`config.mk`:
```
export PLATFORM = sky130hd
export DESIGN_NAME = accumulate_seq_flat
export DESIGN_NICKNAME = d
export VERILOG_FILES = /design/src/rtl/accumulate_seq_if.sv /design/src/rtl/accumulate_seq.sv /design/src/flat_wrapper.sv
export SDC_FILE = /design/constraint.sdc
export NUM_CORES = 1
export LEC_CHECK = 0
export CAP_MARGIN = 20
export CORE_ASPECT_RATIO = 1.5
export CORE_MARGIN = 2
export CORE_UTILIZATION = 53
export DETAILED_ROUTE_END_ITERATION = 6
export PLACE_DENSITY = 0.81
export SLEW_MARGIN = 20
export SYNTH_ARGS = -nofsm -noshare
export SYNTH_HDL_FRONTEND = slang
export SYNTH_SLANG_ARGS = --single-unit
```
`constraint.sdc`:
```
create_clock -name CLOCK -period 2.6 [get_ports CLOCK]
set_input_delay 0.52 -clock CLOCK [delete_from_list [all_inputs] [get_ports CLOCK]]
set_output_delay 0.52 -clock CLOCK [all_outputs]
set_load 0.03 [all_outputs]
```
`src/rtl/accumulate_seq_if.sv`:
```
// Bus bundle for accumulate_seq: run control, sample stream and result/status.
// data_valid qualifies data_in; in RUN a sample is taken on every rising edge
// where data_valid=1. There is no ready: the block always accepts while busy.
interface accumulate_seq_if #(
    parameter int DATA_W = 5,
    parameter int CNT_W  = 5,
    parameter int SUM_W  = 10
);
    logic              start;
    logic              keep;
    logic [1:0]        mode;
    logic [CNT_W-1:0]  count_in;
    logic [DATA_W-1:0] data_in;
    logic              data_valid;
    logic [SUM_W-1:0]  sum;
    logic [CNT_W-1:0]  count;
    logic              busy;
    logic              done;
    logic              overflow;
    logic [1:0]        state_dbg;

    // Producer/controller side
    modport master (
        output start, keep, mode, count_in, data_in, data_valid,
        input  sum, count, busy, done, overflow, state_dbg
    );

    // Accumulator side
    modport slave (
        input  start, keep, mode, count_in, data_in, data_valid,
        output sum, count, busy, done, overflow, state_dbg
    );
endinterface

```
`src/rtl/accumulate_seq.sv`:
```
// Accumulator sequencer: a start pulse loads a sample count, then that many
// valid samples are folded into the result using add, subtract, max or hold,
// with wrap or saturate behaviour on overflow. busy marks the run and done
// pulses for one cycle at the end. state_dbg exposes the FSM state.
module accumulate_seq #(
    parameter int DATA_W   = 5,
    parameter int CNT_W    = 5,
    parameter int SUM_W    = 10,
    parameter int SATURATE = 0
) (
    input  logic CLOCK,
    input  logic RESET,
    accumulate_seq_if.slave bus
);

    typedef enum logic [1:0] {
        IDLE = 2'd0,
        RUN  = 2'd1,
        DONE = 2'd2
    } state_t;

    localparam logic [1:0] MODE_ADD = 2'b00;
    localparam logic [1:0] MODE_SUB = 2'b01;
    localparam logic [1:0] MODE_MAX = 2'b10;

    state_t           state;
    logic [1:0]       mode_q;
    logic [SUM_W-1:0] sum_q;
    logic [CNT_W-1:0] count_q;
    logic             busy_q;
    logic             done_q;
    logic             overflow_q;

    // One extra bit of headroom so the carry/borrow is visible.
    logic [SUM_W:0]   data_ext;
    logic [SUM_W:0]   add_full;
    logic [SUM_W:0]   sub_full;
    logic [SUM_W-1:0] sum_next;
    logic             ovf_next;

    // Result of folding the current sample into the sum under the latched mode
    always_comb begin
        data_ext = {{(SUM_W + 1 - DATA_W){1'b0}}, bus.data_in};
        add_full = {1'b0, sum_q} + data_ext;
        sub_full = {1'b0, sum_q} - data_ext;
        sum_next = sum_q;
        ovf_next = 1'b0;
        case (mode_q)
            MODE_ADD: begin
                ovf_next = add_full[SUM_W];
                if (ovf_next && (SATURATE != 0)) sum_next = '1;
                else                             sum_next = add_full[SUM_W-1:0];
            end
            MODE_SUB: begin
                ovf_next = (data_ext > {1'b0, sum_q});
                if (ovf_next && (SATURATE != 0)) sum_next = '0;
                else                             sum_next = sub_full[SUM_W-1:0];
            end
            MODE_MAX: begin
                if (data_ext > {1'b0, sum_q}) sum_next = data_ext[SUM_W-1:0];
            end
            default: begin
                sum_next = sum_q;
            end
        endcase
    end

    // Control FSM with all datapath registers and registered status outputs
    always_ff @(posedge CLOCK) begin
        if (RESET) begin
            state      <= IDLE;
            mode_q     <= MODE_ADD;
            sum_q      <= '0;
            count_q    <= '0;
            busy_q     <= 1'b0;
            done_q     <= 1'b0;
            overflow_q <= 1'b0;
        end else begin
            case (state)
                IDLE: begin
                    busy_q <= 1'b0;
                    done_q <= 1'b0;
                    if (bus.start) begin
                        count_q    <= bus.count_in;
                        mode_q     <= bus.mode;
                        overflow_q <= 1'b0;
                        if (!bus.keep) sum_q <= '0;
                        if (bus.count_in != '0) begin
                            state  <= RUN;
                            busy_q <= 1'b1;
                        end else begin
                            // Empty run goes straight to the completion pulse.
                            state  <= DONE;
                            done_q <= 1'b1;
                        end
                    end
                end
                RUN: begin
                    if (bus.data_valid) begin
                        count_q <= count_q - CNT_W'(1);
                        sum_q   <= sum_next;
                        if (ovf_next) overflow_q <= 1'b1;
                        if (count_q == CNT_W'(1)) begin
                            state  <= DONE;
                            busy_q <= 1'b0;
                            done_q <= 1'b1;
                        end
                    end
                end
                DONE: begin
                    state  <= IDLE;
                    done_q <= 1'b0;
                end
                default: begin
                    state  <= IDLE;
                    busy_q <= 1'b0;
                    done_q <= 1'b0;
                end
            endcase
        end
    end

    assign bus.sum       = sum_q;
    assign bus.count     = count_q;
    assign bus.busy      = busy_q;
    assign bus.done      = done_q;
    assign bus.overflow  = overflow_q;
    assign bus.state_dbg = state;

endmodule

```
`src/flat_wrapper.sv`:
```
// flat-port wrapper written by rule: the top's interface ports become plain ports
module accumulate_seq_flat 
#(
    parameter int DATA_W   = 5,
    parameter int CNT_W    = 5,
    parameter int SUM_W    = 10,
    parameter int SATURATE = 0
)
  (CLOCK, RESET, bus_start, bus_keep, bus_mode, bus_count_in, bus_data_in, bus_data_valid, bus_sum, bus_count, bus_busy, bus_done, bus_overflow, bus_state_dbg);
  accumulate_seq_if #(.DATA_W(DATA_W), .CNT_W(CNT_W), .SUM_W(SUM_W)) bus_i ();
  input  logic CLOCK;
  input  logic RESET;
  input wire logic [$bits(bus_i.start)-1:0] bus_start;
  input wire logic [$bits(bus_i.keep)-1:0] bus_keep;
  input wire logic [$bits(bus_i.mode)-1:0] bus_mode;
  input wire logic [$bits(bus_i.count_in)-1:0] bus_count_in;
  input wire logic [$bits(bus_i.data_in)-1:0] bus_data_in;
  input wire logic [$bits(bus_i.data_valid)-1:0] bus_data_valid;
  output wire logic [$bits(bus_i.sum)-1:0] bus_sum;
  output wire logic [$bits(bus_i.count)-1:0] bus_count;
  output wire logic [$bits(bus_i.busy)-1:0] bus_busy;
  output wire logic [$bits(bus_i.done)-1:0] bus_done;
  output wire logic [$bits(bus_i.overflow)-1:0] bus_overflow;
  output wire logic [$bits(bus_i.state_dbg)-1:0] bus_state_dbg;
  assign bus_i.start = bus_start;
  assign bus_i.keep = bus_keep;
  assign bus_i.mode = bus_mode;
  assign bus_i.count_in = bus_count_in;
  assign bus_i.data_in = bus_data_in;
  assign bus_i.data_valid = bus_data_valid;
  assign bus_sum = bus_i.sum;
  assign bus_count = bus_i.count;
  assign bus_busy = bus_i.busy;
  assign bus_done = bus_i.done;
  assign bus_overflow = bus_i.overflow;
  assign bus_state_dbg = bus_i.state_dbg;
  accumulate_seq #(.DATA_W(DATA_W), .CNT_W(CNT_W), .SUM_W(SUM_W), .SATURATE(SATURATE)) u_core (.CLOCK(CLOCK), .RESET(RESET), .bus(bus_i));
endmodule
```
==> reports/qor.yml <==
clk_latency_ns: 0.27
vias: 2226
setup_viol: 0
grt_overflow: 0
cts_buffer_depth: 2
cts_tree: "done"
viasPerCell: 6.22
yosys_warnings: 0
ys_dominant_reg_cell: "dfxtp_1"
antenna_left: 0
finalClockSkew_ns: 0.00213
drt_iter0_markers: 120
met1_usage_pct: 31.4
dpl_cell_area_um2: 2580
place_congestion: 0.892
cts_root_buf: "clkbuf_8"
track_usage_pct: 28.9
drt_first_pass_iters: 4
finalInstanceArea_um2: 2640
rows: 27
yosysTopAreaCell: "dfxtp_1"
nNetsFinal: 350
synth_seq_cells: 22
synth_most_common_cell: "dfxtp_1"
synthArstFlopShare_pct: 0
rsz0062_at_grt: "false"
htree_levels: 1
synth_edf_count: 0
grt_pass1_wl_mm: 9.24
syn-num-nets: 288
yosys-top-cells-count: "22 x dfxtp_1, 21 x a21oi_1, 19 x nor2_1"
clk_pin_slew_ns: 0.08
period_minus_slack_ns: 2.53
status: "complete, no violations"
fmax_ghz: 0.395
grtUsageMet3_pct: 3.95
start_util_pct: 54.9
cts_hold_buf: 0
crit_fanout: 7
placed_cells: 354
fin_cells: 358
synth_area_leaders: "dfxtp_1 22%, ha_1 9.5%, a21oi_1 5.3%, o21ai_0 4.3%, nor2_1 3.6%"
avgSynthCellArea_um2: 7.81
synth_top_area_share_pct: 22.2
fin_crit_sh_pct: 97.4
hold_violations: 0
drc: 0
core_um2: 3610
cts_buffers: 3
busiest_layer: "met2"
syn_to_final_growth_pct: 33.1
io_buffer_count: 36
routedWlPerCell_um: 16.3
drive_above_1_share_pct: 16.5
clock-sinks: 22
worstPathRequired_ns: 2.76
endpoint_kind: "register"
drv_cap: 0
antenna_found_initial: 0
drv_slew: 0
die_y_um: 78.9
routed_wl_mm: 5.82
p_per_area_nw_per_um2: 422
cp_data_arrival_time_ns: 2.70
num_antenna_cells: 0
hold_path_class: "reg2reg"
slew_headroom_pct: 65.4
worstMarginPinSlew_ns: 0.518
die_area_um2: 4260
path_class: "in2reg"
dp_hpwl_mm: 4.48
total_power_uw: 1120
die-width_um: 54.0
use_met2_pct: 50.1
grt_max_degree: 19
p_leak_uw: 0.00111
grt_pass1_vias: 2106
cp-start-kind: "input port"
syn_inst: 254
synth_cell_types: 63
yosysSeqAreaShare_pct: 22.2
peakVddDrop_v: 0.000446
synthesis.area_um2: 1980
io_pins: 37
[kinds of logic (layout without fill, tap and decap cells)]
group,Yosys count,count (layout),share of synthesized area (%)
multiplexers,2,2,1.01
buffers and inverters,33,94,8.07
XOR/XNOR,3,3,1.32
adder cells (fa/ha/maj),17,17,11.5
AO/OA/AOI/OAI,89,89,31.8
flip-flops,22,22,22.2
AND/OR/NAND/NOR,88,88,24.1
[registers in the layout, summed over array words and instances, names as in the netlist]
| register | cells |
|---|---|
| u_core.bus.sum | 10 |
| u_core.bus.count | 5 |
| u_core.bus.state_dbg | 2 |
| u_core.mode_q | 2 |
| u_core.bus.busy | 1 |
| u_core.bus.done | 1 |
| u_core.bus.overflow | 1 |
[path summary, 6_finish.rpt]
check / start / to / slack (ns) / cells past startpoint
max: bus_data_in[0] / u_core.bus.sum[8]$_SDFFE_PP0P_ / 0.07 / 8
min: u_core.bus.busy$_SDFFE_PP0P_ / u_core.bus.busy$_SDFFE_PP0P_ / 0.49 / 2
max reg2reg: u_core.bus.sum[0]$_SDFFE_PP0P_ / u_core.bus.sum[8]$_SDFFE_PP0P_ / 0.32 / 8
min reg2reg: u_core.bus.busy$_SDFFE_PP0P_ / u_core.bus.busy$_SDFFE_PP0P_ / 0.49 / 2
[where the power goes]
| part | internal [uW] | total (uW) | leakage [uW] | switching [uW] |
|---|---|---|---|---|
| sequential | 362 | 399 | 0.000180 | 36.4 |
| combinational | 207 | 462 | 0.000897 | 255 |
| clock | 135 | 255 | 0.0000288 | 119 |
| total | 705 | 1120 | 0.00111 | 410 |
[worst max-delay path, cell delays in order]
cell	delay, ns
clkdlybuf4s50_1	0.45
ha_1	0.23
fa_1	0.39
nand2b_1	0.21
a21oi_4	0.15
o211ai_2	0.19
and2_1	0.24
a221o_1	0.32
[final cells by class]
cell class	instances	area, um2
sequential	22	440
clock buffer	4	55.1
multi-input combinational	199	1390
fill	270	973
tap	43	53.8
inverter	17	63.8
timing repair buffer	73	638
[per-stage QoR]
step	utilization (%)	TNS, ns	setup slack [ns]	hold slack [ns]
floorplan	-	0	0.165	0.470
finish	73.1	0	0.0668	0.491
global placement	71.4	-0.622	-0.143	0.468
detailed placement	71.4	-1.21	-0.203	0.474
CTS	72.9	0	0.0791	0.494
global route	73.1	0	0.00303	0.516
[cells in the final DEF (no fill, tap or decap), types with 3 or more instances in the layout]
cell type	synthesis	layout
buf_4	2	37
clkdlybuf4s50_1	0	36
dfxtp_1	22	22
a21oi_1	21	21
nor2_1	19	19
nand2_1	17	17
o21ai_0	17	17
inv_1	16	16
ha_1	15	15
nand2b_1	7	7
nand3_1	7	7
nor2b_1	5	5
nor3_1	4	4
and2_1	4	4
and3_1	4	4
nand4_1	4	4
nor4_1	4	4
a31oi_1	4	4
clkbuf_8	0	4
a21o_1	3	3
o2111ai_1	3	3
a211oi_1	3	3
o21a_1	3	3
o211ai_1	3	3
[per-layer routing]
| layer | part of all wire (%) | wire, um |
|---|---|---|
| met4 | 4.0 | 235 |
| met5 | 0 | 0 |
| met2 | 52 | 3040 |
| met1 | 37 | 2170 |
| met3 | 6.4 | 375 |
[timing repair]
action                                  CTS  global route
endpoints found under the setup margin    0             1
resized for setup                         0             2
setup buffers                             0             0
Power figures use the tool's default switching activity.
